<file path="config.mk">
export PLATFORM = sky130hd
export DESIGN_NAME = mem_arbiter
export DESIGN_NICKNAME = d
export VERILOG_FILES = /design/src/rtl/mem_arbiter.sv
export SDC_FILE = /design/constraint.sdc
export NUM_CORES = 1
export LEC_CHECK = 0
export CAP_MARGIN = 10
export CORE_AREA = 2 2 180 182
export CTS_CLUSTER_SIZE = 20
export DETAILED_ROUTE_END_ITERATION = 8
export DIE_AREA = 0 0 182 184
export GPL_TIMING_DRIVEN = 0
export SETUP_SLACK_MARGIN = 0.1
export SLEW_MARGIN = 30
export SYNTH_ARGS = -nofsm -noshare
export SYNTH_HDL_FRONTEND = slang
export SYNTH_SLANG_ARGS = --single-unit
export TNS_END_PERCENT = 1
</file>
<file path="constraint.sdc">
create_clock -name clk -period 7.6 [get_ports clk]
set_input_delay 2.28 -clock clk [delete_from_list [all_inputs] [get_ports clk]]
set_output_delay 2.28 -clock clk [all_outputs]
set_load 0.01 [all_outputs]
</file>
<file path="src/rtl/mem_arbiter.sv">
// -----------------------------------------------------------------------------
// mem_arbiter
//
// Round-robin arbiter that shares one single-port synchronous RAM between three
// requesters: instruction fetch (0), operand-stack spill/fill (1) and
// linear-memory load/store (2). One transaction is in flight at a time.
// Addresses at or above MEM_WORDS are answered with an error response and no
// memory access.
//
// Ports
//   clk          rising-edge clock
//   reset        asynchronous active-low reset
//   req_valid    per-requester request (bit i = requester i)
//   req_we       per-requester write enable
//   req_addr     packed addresses, requester i at [i*ADDR_WIDTH +: ADDR_WIDTH]
//   req_wdata    packed write data, requester i at [i*DATA_WIDTH +: DATA_WIDTH]
//   req_ready    one-hot accept (combinational, only in IDLE)
//   resp_valid   one-hot, one-cycle response pulse
//   resp_rdata   read data (0 for writes and errors), valid with resp_valid
//   resp_err     out-of-range flag, valid with resp_valid
//   mem_en       memory strobe (one cycle per access)
//   mem_we       memory write enable
//   mem_addr     memory address (holds last value)
//   mem_wdata    memory write data (holds last value)
//   mem_rdata    memory read data, valid MEM_LATENCY cycles after mem_en
//   busy         high whenever the arbiter is not idle
// -----------------------------------------------------------------------------
module mem_arbiter #(
  parameter int ADDR_WIDTH  = 16,
  parameter int DATA_WIDTH  = 64,
  parameter int MEM_WORDS   = 65536,
  parameter int MEM_LATENCY = 1      // legal range 1..4
) (
  input  logic                    clk,
  input  logic                    reset,
  input  logic [2:0]              req_valid,
  input  logic [2:0]              req_we,
  input  logic [3*ADDR_WIDTH-1:0] req_addr,
  input  logic [3*DATA_WIDTH-1:0] req_wdata,
  output logic [2:0]              req_ready,
  output logic [2:0]              resp_valid,
  output logic [DATA_WIDTH-1:0]   resp_rdata,
  output logic                    resp_err,
  output logic                    mem_en,
  output logic                    mem_we,
  output logic [ADDR_WIDTH-1:0]   mem_addr,
  output logic [DATA_WIDTH-1:0]   mem_wdata,
  input  logic [DATA_WIDTH-1:0]   mem_rdata,
  output logic                    busy
);

  typedef enum logic [1:0] {
    ST_IDLE,
    ST_ISSUE,
    ST_WAIT,
    ST_ERR
  } state_t;

  // Range limit one bit wider than the address so MEM_WORDS == 2**ADDR_WIDTH
  // (every address valid) is representable.
  localparam logic [ADDR_WIDTH:0] LP_LIMIT =
    (MEM_WORDS >= (2 ** ADDR_WIDTH)) ? {1'b1, {ADDR_WIDTH{1'b0}}}
                                     : (ADDR_WIDTH + 1)'(MEM_WORDS);

  state_t                  r_state;
  state_t                  w_next_state;
  logic [1:0]              r_ptr;
  logic [1:0]              r_id;
  logic                    r_we;
  logic [ADDR_WIDTH-1:0]   r_addr;
  logic [DATA_WIDTH-1:0]   r_wdata;
  logic [2:0]              r_cnt;

  logic [2:0]              w_pick;
  logic [1:0]              w_grant;
  logic                    w_accept;
  logic [ADDR_WIDTH-1:0]   w_win_addr;
  logic                    w_in_range;

  // Round-robin search: ptr has the highest priority, then ptr+1, ptr+2 mod 3.
  // Iterating from the lowest priority up lets the highest-priority hit win.
  function automatic logic [2:0] rr_pick(input logic [2:0] valid,
                                         input logic [1:0] ptr);
    logic [2:0] pick;
    logic [1:0] idx;
    pick = '0;
    for (int off = 2; off >= 0; off--) begin
      idx = 2'((32'(ptr) + off) % 3);
      if (valid[idx]) pick = 3'b001 << idx;
    end
    return pick;
  endfunction

  assign w_pick     = rr_pick(req_valid, r_ptr);
  assign w_grant    = w_pick[2] ? 2'd2 : (w_pick[1] ? 2'd1 : 2'd0);
  // Gating with reset keeps req_ready at zero while reset is held.
  assign w_accept   = reset && (r_state == ST_IDLE) && (|req_valid);
  assign w_win_addr = req_addr[w_grant*ADDR_WIDTH +: ADDR_WIDTH];
  assign w_in_range = ({1'b0, w_win_addr} < LP_LIMIT);

  assign mem_addr   = r_addr;
  assign mem_wdata  = r_wdata;

  // NOTE: sequential state is updated with non-blocking assignments so every
  // register samples pre-edge values regardless of block ordering.
  always_ff @(posedge clk or negedge reset) begin
    if (!reset) begin
      r_state <= ST_IDLE;
    end else begin
      r_state <= w_next_state;
    end
  end

  // NOTE: every output of this block gets a default first, so no path leaves
  // a signal unassigned and no latch is inferred.
  always_comb begin
    w_next_state = r_state;
    req_ready    = 3'b000;
    mem_en       = 1'b0;
    mem_we       = 1'b0;
    busy         = 1'b1;
    case (r_state)
      ST_IDLE: begin
        busy = 1'b0;
        if (w_accept) begin
          req_ready    = w_pick;
          w_next_state = w_in_range ? ST_ISSUE : ST_ERR;
        end
      end
      ST_ISSUE: begin
        mem_en       = 1'b1;
        mem_we       = r_we;
        w_next_state = ST_WAIT;
      end
      ST_WAIT: begin
        // The counter reads 1 in the cycle mem_rdata is valid.
        if (r_cnt == 3'd1) w_next_state = ST_IDLE;
      end
      ST_ERR: begin
        w_next_state = ST_IDLE;
      end
      default: begin
        w_next_state = ST_IDLE;
      end
    endcase
  end

  always_ff @(posedge clk or negedge reset) begin
    if (!reset) begin
      r_ptr      <= 2'd0;
      r_id       <= 2'd0;
      r_we       <= 1'b0;
      r_addr     <= '0;
      r_wdata    <= '0;
      r_cnt      <= 3'd0;
      resp_valid <= 3'b000;
      resp_rdata <= '0;
      resp_err   <= 1'b0;
    end else begin
      // Response outputs are single-cycle pulses.
      resp_valid <= 3'b000;
      resp_err   <= 1'b0;
      case (r_state)
        ST_IDLE: begin
          if (w_accept) begin
            r_id    <= w_grant;
            r_we    <= req_we[w_grant];
            r_addr  <= w_win_addr;
            r_wdata <= req_wdata[w_grant*DATA_WIDTH +: DATA_WIDTH];
            r_ptr   <= (w_grant == 2'd2) ? 2'd0 : w_grant + 2'd1;
          end
        end
        ST_ISSUE: begin
          r_cnt <= 3'(MEM_LATENCY);
        end
        ST_WAIT: begin
          r_cnt <= r_cnt - 3'd1;
          if (r_cnt == 3'd1) begin
            resp_valid <= 3'b001 << r_id;
            resp_rdata <= r_we ? '0 : mem_rdata;
          end
        end
        ST_ERR: begin
          resp_valid <= 3'b001 << r_id;
          resp_err   <= 1'b1;
          resp_rdata <= '0;
        end
        default: ;
      endcase
    end
  end

endmodule

</file>
Word-level counts from Yosys, hierarchy flattened
Cells that the tools add are included.
Widths: inputs -> output; s select.
Operators by class
  add/sub/neg operators: 4
  $mul: 0
  div/mod/pow operators: 3
  magnitude comparators: 4
  equality and inequality tests: 7
  shift-type cells: 6
  mux-type cells: 29
  bitwise gates (word level): 0
  reductions and logical operators: 9
Operator list (count)
  $shiftx 192x9->64: 1
  $mux 64: 2
  $pmux 64 s2: 1
  $mod 32x2->32 const B: 2
  $shiftx 48x7->16: 1
  $mod 2x2->32 const B: 1
  $mux 3: 6
  $lt 2x3->1 const B: 4
  $pmux 3 s2: 2
  $shl 1x2->3 const A: 4
  $mux 1: 9
  $bmux 1 s2: 4
  $mux 2: 4
  $pmux 2 s4: 1
  $eq 2x2->1 const B: 3
  $reduce_and 2->1: 3
  $ne 2x2->1 const B: 2
  $reduce_bool 2->1: 2
  $add 2x1->3 const B: 1
  $add 2x2->3 const B: 1
  $eq 3x1->1 const B: 1
  $reduce_or 3->1: 1
  $sub 3x1->3 const B: 1
  $add 2x1->2 const B: 1
  3 further kinds: 4
Storage, ports and cells
  flip-flop bits (word level): 158
  latch bits: 0
  bits in writable memories: 0
  ROM bits: 0
  bits of input ports: 312
  output and inout bits: 154
  memories kept: 0

Longest topological paths before layout
Gate-level depths: netlist of run 1.
  depth after elaboration: 11
  depth in mapped cells: 11
  gate-level depth less buffers: 7

Least setup slack after synthesis of run 1
Ideal clock, no wire load.
  kind: in2out
  start: in req_valid[2]
  end: out req_ready[1]
  arrival time: 3.575 ns
  data required time: 5.320 ns
  slack: 1.745 ns
  stages on the path: 5
  path buffers: 3
  path through: buf_2 -> o311ai_2 -> clkbuf_1 -> clkbuf_1 -> nor2_1
Between the ends
  word-level cells in the longest chain between the ends: 7
  elaborated cells between the ends (all ways): 13
  those cells by class: 11 x mux; 2 x reduce/logical
RTL lines
  from (decl): RTL line 36  | input logic [2:0] req_valid,
  $bmux 1 s2: RTL line 89  | if (valid[idx]) pick = 3'b001 << idx;
  $mux 1 (implied by the code): RTL line 89
  $mux 3 (3 in a row): RTL line 89
  $mux 3 *: RTL line 125  | if (w_accept) begin
  $mux 3 *: RTL line 122  | case (r_state)
  to (decl): RTL line 40  | output logic [2:0] req_ready,
Every way passes the cells marked *; elsewhere a longest branch is shown, timed or not. The select of a mux whose other input is x is not followed.

Worst setup path after layout of run 1
  start: in req_valid[2]
  end: out req_ready[0]
Same word-level chain as after synthesis.

==> results of run 1 <==
==> metrics by stage <==
step / std cells / cell area (um2) / setup slack, ps / hold slack (ps) / power, mW
floorplan: 1027 / 8837 / 1745 / 447.1 / 2.634
global placement: 1891 / 13960 / -6627 / 462.1 / 3.898
detailed placement: 1893 / 14020 / 408.3 / 469.9 / 3.918
CTS: 1925 / 14570 / 405.3 / 485.1 / 4.778
global route: 1926 / 14580 / 254.8 / 505.4 / 5.058
finish: 1926 / 14580 / 510.8 / 478.9 / 4.746
==> kinds of logic (layout without fill, tap and decap cells) <==
family	after synthesis	count (layout)	share of synthesized area, %
buffers and inverters	124	620	6.159
muxes	3	3	0.3398
xor gates and xnor gates	1	1	0.09913
DFF	157	157	44.46
other	0	1	0
adders and majority gates	10	10	1.416
AOI/OAI and AO/OA	294	294	23.28
and+or+nand+nor	438	438	24.25
==> metal layers <==
layer	track usage [%]	vias up	share of wire (%)	wire length, um
li1	-	4753	-	-
met1	28.96	4904	40	16870
met2	43.36	508	49	20820
met3	6.379	60	8.1	3431
met4	7.129	0	2.4	995
met5	0	-	0	0
==> worst max-delay path, stage by stage <==
cell	delay (ps)
buf_2	150
o311ai_2	560
clkbuf_1	600
clkbuf_1	530
a211oi_1	90
clkdlybuf4s50_1	590
==> layout make-up <==
class                      instances  area, um2  share of cell area (%)
sequential                       157       3929                   26.95
antenna                            1      2.502                 0.01717
clock inverter                    13      106.4                  0.7296
clock buffer                      19      442.9                   3.039
tap                              402      503.0                   3.451
timing repair buffer             464       4684                   32.14
buffer                           114      506.7                   3.476
multi-input combinational        746       4364                   29.94
inverter                          10      37.54                  0.2575
==> cell usage in the layout (no fill, tap or decap), types with 15 or more instances in the layout <==
cell and count:
nor2_1 28, nand3_1 49, or4_1 70, o221ai_1 23, nand3b_1 25, o2111ai_1 47
a2bb2oi_1 47, buf_2 23, clkbuf_1 80, o21ai_0 104, nor3b_1 15, clkdlybuf4s50_1 461
clkbuf_16 17, a21oi_1 37, nand2_1 241, dfrtp_1 157
==> final timing paths <==
path / from / to / slack (ps) / cells past startpoint
min: resp_rdata[63] / resp_rdata[63] / 480 / 2
max: req_valid[2] / req_ready[0] / 510 / 6
max reg2reg: r_state[0] / mem_addr[4] / 4610 / 9
min in group asynchronous: reset / resp_rdata[41] / 1630 / 1
min reg2reg: resp_rdata[63] / resp_rdata[63] / 480 / 2
max in group asynchronous: reset / r_cnt[1] / 5360 / 2
==> power by group <==
group | total [mW] | leakage [nW] | internal, mW | switching (mW)
clock network | 0.842 | 0.255 | 0.435 | 0.407
registers | 1.29 | 1.99 | 1.11 | 0.184
logic | 2.61 | 3.53 | 1.16 | 1.45
==> sequential cells by signal, summed over array words and instances (netlist names) <==
signal      count
mem_wdata      64
resp_rdata     64
mem_addr       16
r_cnt           3
resp_valid      3
r_ptr           2
r_state         2
r_id            1
r_we            1
resp_err        1
==> flow_summary_export.csv, run 1 <==
group,metric,value,unit
clocking,clk_transition_reported_paths,60,ps
global_routing,grt_usage,24.40,%
synth,synth_commonest_cells,"nand2_1, dfrtp_1, o21ai_0",
floorplan,core,31390,um2
sta,finalMaxSlewViolations,0,
sta,rsz0062_at_grt,"no",
synth,synth_cell_types,41,
floorplan,die_w,182,um
sta,fin_skew,15.43,ps
detailed_routing,via_per_inst,5.309,
sta,fin_tns_setup,0,ps
sta,finalSetupViolCount,0,
finish,drive_above_1_share,4.596,%
finish,num-fill-cells,3143,
synth,seq_area_frac_synth,44.46,%
synth,netlist.top_cell.by_area,"dfrtp_1",
finish,fin_util,46.43,%
worst_hold_path,min_path_type,"reg -> reg",
synth,synth_top_area_share,44.46,%
synth,synth_edf_count,0,
detailed_routing,vias,10225,
placed_design,place_hpwl,32210,um
clocking,cts_root_buffer,"clkbuf_16",
clocking,ctsResizeCount,0,
synth,synth.most_common_cell,"nand2_1",
synth,async_reset_ff_share,100.0,%
clocking,insertion_delay,440,ps
detailed_routing,wire_per_inst,21.87,um
synth,ys_warn_count,0,
synth,syn_nets,1349,
global_routing,antenna_found_initial,1,
critical_path,endpoint_kind,"output port",
critical_path,cp.arrival,4810,ps
synth,avgSynthCellArea,8.605,um2
clocking,htreeDepth,4,
synth,synth_seq_cells,157,
detailed_routing,first_pass_iters,5,
outcome,status,"complete, no violations",
finish,final_nets,1832,
sta,post-route-min-period,7089,ps
clocking,numClockSinks,157,
sta,timing.final.crit_share,93.28,%
sta,worstMarginPinSlew,905.7,ps
critical_path,worst-setup-path-type,"in -> out",
sta,relSlewSlack,39.40,%
global_routing,grt_start_max_net_pins,81,
sta,max_freq,141.1,MHz
critical_path,crit_fanout,10,
detailed_routing,drc,0,
sta,hold_viol,0,
global_routing,grt_pass1_wl,62430,um
placed_design,place_congestion,0.8792,
clocking,cts_tree,"done",
synth,synthCells,1027,
global_routing,overflow,0,
clocking,cts_buffers,17,
power_and_ir_drop,p_leak,5.770,nW
finish,area_growth,64.94,%
synth,synth_area,8837,um2
synth,synthFlopType,"dfrtp_1",
floorplan,io_pins,466,
clocking,post-cts-setup-buffers,0,
global_routing,grt_pass1_vias,10471,
floorplan,rows,65,
critical_path,required,5320,ps
detailed_routing,first_iter_violations,630,
clocking,clk_path_buf_depth,2,
synth,synth_area_leaders,"dfrtp_1, nand2_1, or4_1, o21ai_0, a2bb2oi_1",
floorplan,die_height,184,um
placed_design,portBuffers,462,
clocking,hold_buffers,0,
floorplan,start_util,28.15,%
detailed_routing,postRouteAntennaNets,0,
power_and_ir_drop,ir_drop,0.1503,mV
floorplan,dieArea,33490,um2
job,drv_cap,0,
critical_path,startpoint_type,"primary input",
detailed_routing,drt_wl_total,42120,um
power_and_ir_drop,p_per_area,325.6,nW/um2
Power figures use the tool's default switching activity.
==> run 2: changes to the inputs <==
CORE_AREA = 2 2 183 185   (was 2 2 180 182)
CTS_BUF_LIST = sky130_fd_sc_hd__clkbuf_8   (was unset)
DIE_AREA = 0 0 185 187   (was 0 0 182 184)
SETUP_SLACK_MARGIN = unset   (was 0.1)
==> flow_summary_export.csv, run 2 (synthesized netlist as in run 1, its figures left out) <==
group,metric,value,unit
clocking,ctsResizeCount,0,
critical_path,path_delay_family,"buffers and inverters",
job,drv_cap,0,
placed_design,portBuffers,462,
power_and_ir_drop,p_leak,5.737,nW
detailed_routing,wire_per_inst,21.14,um
clocking,cts_buffers,17,
global_routing,grt_busiest_layer,"met2",
placed_design,place_hpwl,32120,um
detailed_routing,via_per_inst,5.203,
floorplan,start_util,26.89,%
detailed_routing,first_pass_iters,5,
sta,max_freq,141.3,MHz
sta,finalSetupViolCount,0,
clocking,numClockSinks,157,
sta,worstMarginPinSlew,830.9,ps
detailed_routing,postRouteAntennaNets,0,
global_routing,overflow,0,
critical_path,endpoint_kind,"output port",
critical_path,cp_cell_sequence,"buf_2 -> o311ai_2 -> clkbuf_1 -> clkbuf_1 -> nor2_1 -> clkdlybuf4s50_1",
floorplan,core,32860,um2
critical_path,startpoint_type,"primary input",
global_routing,grt_start_max_net_pins,79,
placed_design,dpl_worst_slack,362.4,ps
floorplan,die_height,187,um
critical_path,crit_top_cell,"clkbuf_1",
detailed_routing,drt_wl_total,41690,um
sta,fin_tns_setup,0,ps
critical_path,required,5320,ps
floorplan,rows,67,
sta,rsz0062_at_grt,"no",
sta,fin_ws,521.5,ps
sta,fin_skew,22.23,ps
global_routing,grt_pass1_vias,10297,
detailed_routing,drc,0,
finish,area_growth,64.39,%
sta,finalMaxSlewViolations,0,
global_routing,grt_pass1_wl,61850,um
global_routing,antenna_found_initial,1,
finish,final_common_cell,"clkdlybuf4s50_1",
power_and_ir_drop,p_per_area,318.8,nW/um2
critical_path,cp_slowest_cell,"clkbuf_1",
finish,final_nets,1832,
critical_path,cp.arrival,4800,ps
finish,drive_above_1_share,4.662,%
clocking,clk_path_buf_depth,2,
critical_path,cpPeakStageDelay,620,ps
clocking,cts_root_buffer,"clkbuf_8",
placed_design,place_area,14080,um2
sta,relSlewSlack,44.40,%
finish,layout_common_cells,"clkdlybuf4s50_1, nand2_1, dfrtp_1",
outcome,status,"complete, no violations",
floorplan,io_pins,466,
clocking,htreeDepth,4,
critical_path,worst-setup-path-type,"in -> out",
detailed_routing,first_iter_violations,561,
global_routing,met1_usage,27.71,%
detailed_routing,vias,10260,
clocking,hold_buffers,0,
sta,hold_viol,0,
global_routing,use_met3,6.931,%
clocking,clk_transition_reported_paths,90,ps
clocking,cts_tree,"done",
clocking,insertion_delay,480,ps
finish,num-fill-cells,3353,
finish,final_cell_area,14530,um2
floorplan,die_w,185,um
floorplan,dieArea,34600,um2
sta,timing.final.crit_share,93.14,%
power_and_ir_drop,ir_drop,0.1265,mV
critical_path,worst-path-buf-inv,4,
critical_path,crit_fanout,10,
placed_design,place_congestion,0.9265,
worst_hold_path,min_path_type,"reg -> reg",
power_and_ir_drop,power,4.631,mW
clocking,post-cts-setup-buffers,0,
sta,post-route-min-period,7079,ps
global_routing,globalRouteMet2Util,40.62,%
global_routing,grt_usage,23.43,%
## run 2: area by class of cell
cell class	instances	area, um2	area share (%)
Antenna cell	1	2.502	0.01723
Buffer	114	506.7	3.488
Clock buffer	18	247.7	1.705
Clock inverter	14	195.2	1.344
Inverter	10	37.54	0.2584
Multi-Input combinational cell	746	4364	30.04
Sequential cell	157	3929	27.04
Tap cell	448	560.5	3.858
Timing Repair Buffer	464	4684	32.25
## run 2: worst paths after layout
check,to,cells after the start,start,slack [ps]
min reg2reg,resp_valid[1],1,r_id[1],480
min,resp_valid[1],1,r_id[1],480
max in group asynchronous,mem_wdata[6],2,reset,5330
max reg2reg,mem_addr[5],9,r_state[1],4580
min in group asynchronous,resp_rdata[15],1,reset,1600
max,req_ready[1],6,req_valid[2],520
## run 2: metal layers
metal / up-vias / part of all wire (%)
met4: 0 / 2.5
met1: 4982 / 39
met3: 55 / 9.0
met5: - / 0
met2: 459 / 49
li1: 4764 / -
## run 2: through the flow
step,utilization (%),cells,hold WS (ps)
6_report,44.21,1972,484.5
5_1_grt,44.20,1971,510.1
4_1_cts,44.20,1971,484.9
3_5_place_dp,42.85,1939,470.7
2_1_floorplan,-,1027,447.1
3_3_place_gp,42.67,1937,462.3
## run 2: worst register-to-register path, cell delays in order, from the launching register on
cell	delay (ps)
dfrtp_1	410
inv_1	130
ha_1	260
o311a_1	290
buf_2	330
buf_2	340
buf_2	340
buf_1	470
o2111ai_1	280
nand3_1	120
## run 2: power by group
group | internal (mW) | switching, mW
registers | 1.11 | 0.193
clock network | 0.348 | 0.388
logic | 1.16 | 1.44
total | 2.61 | 2.02
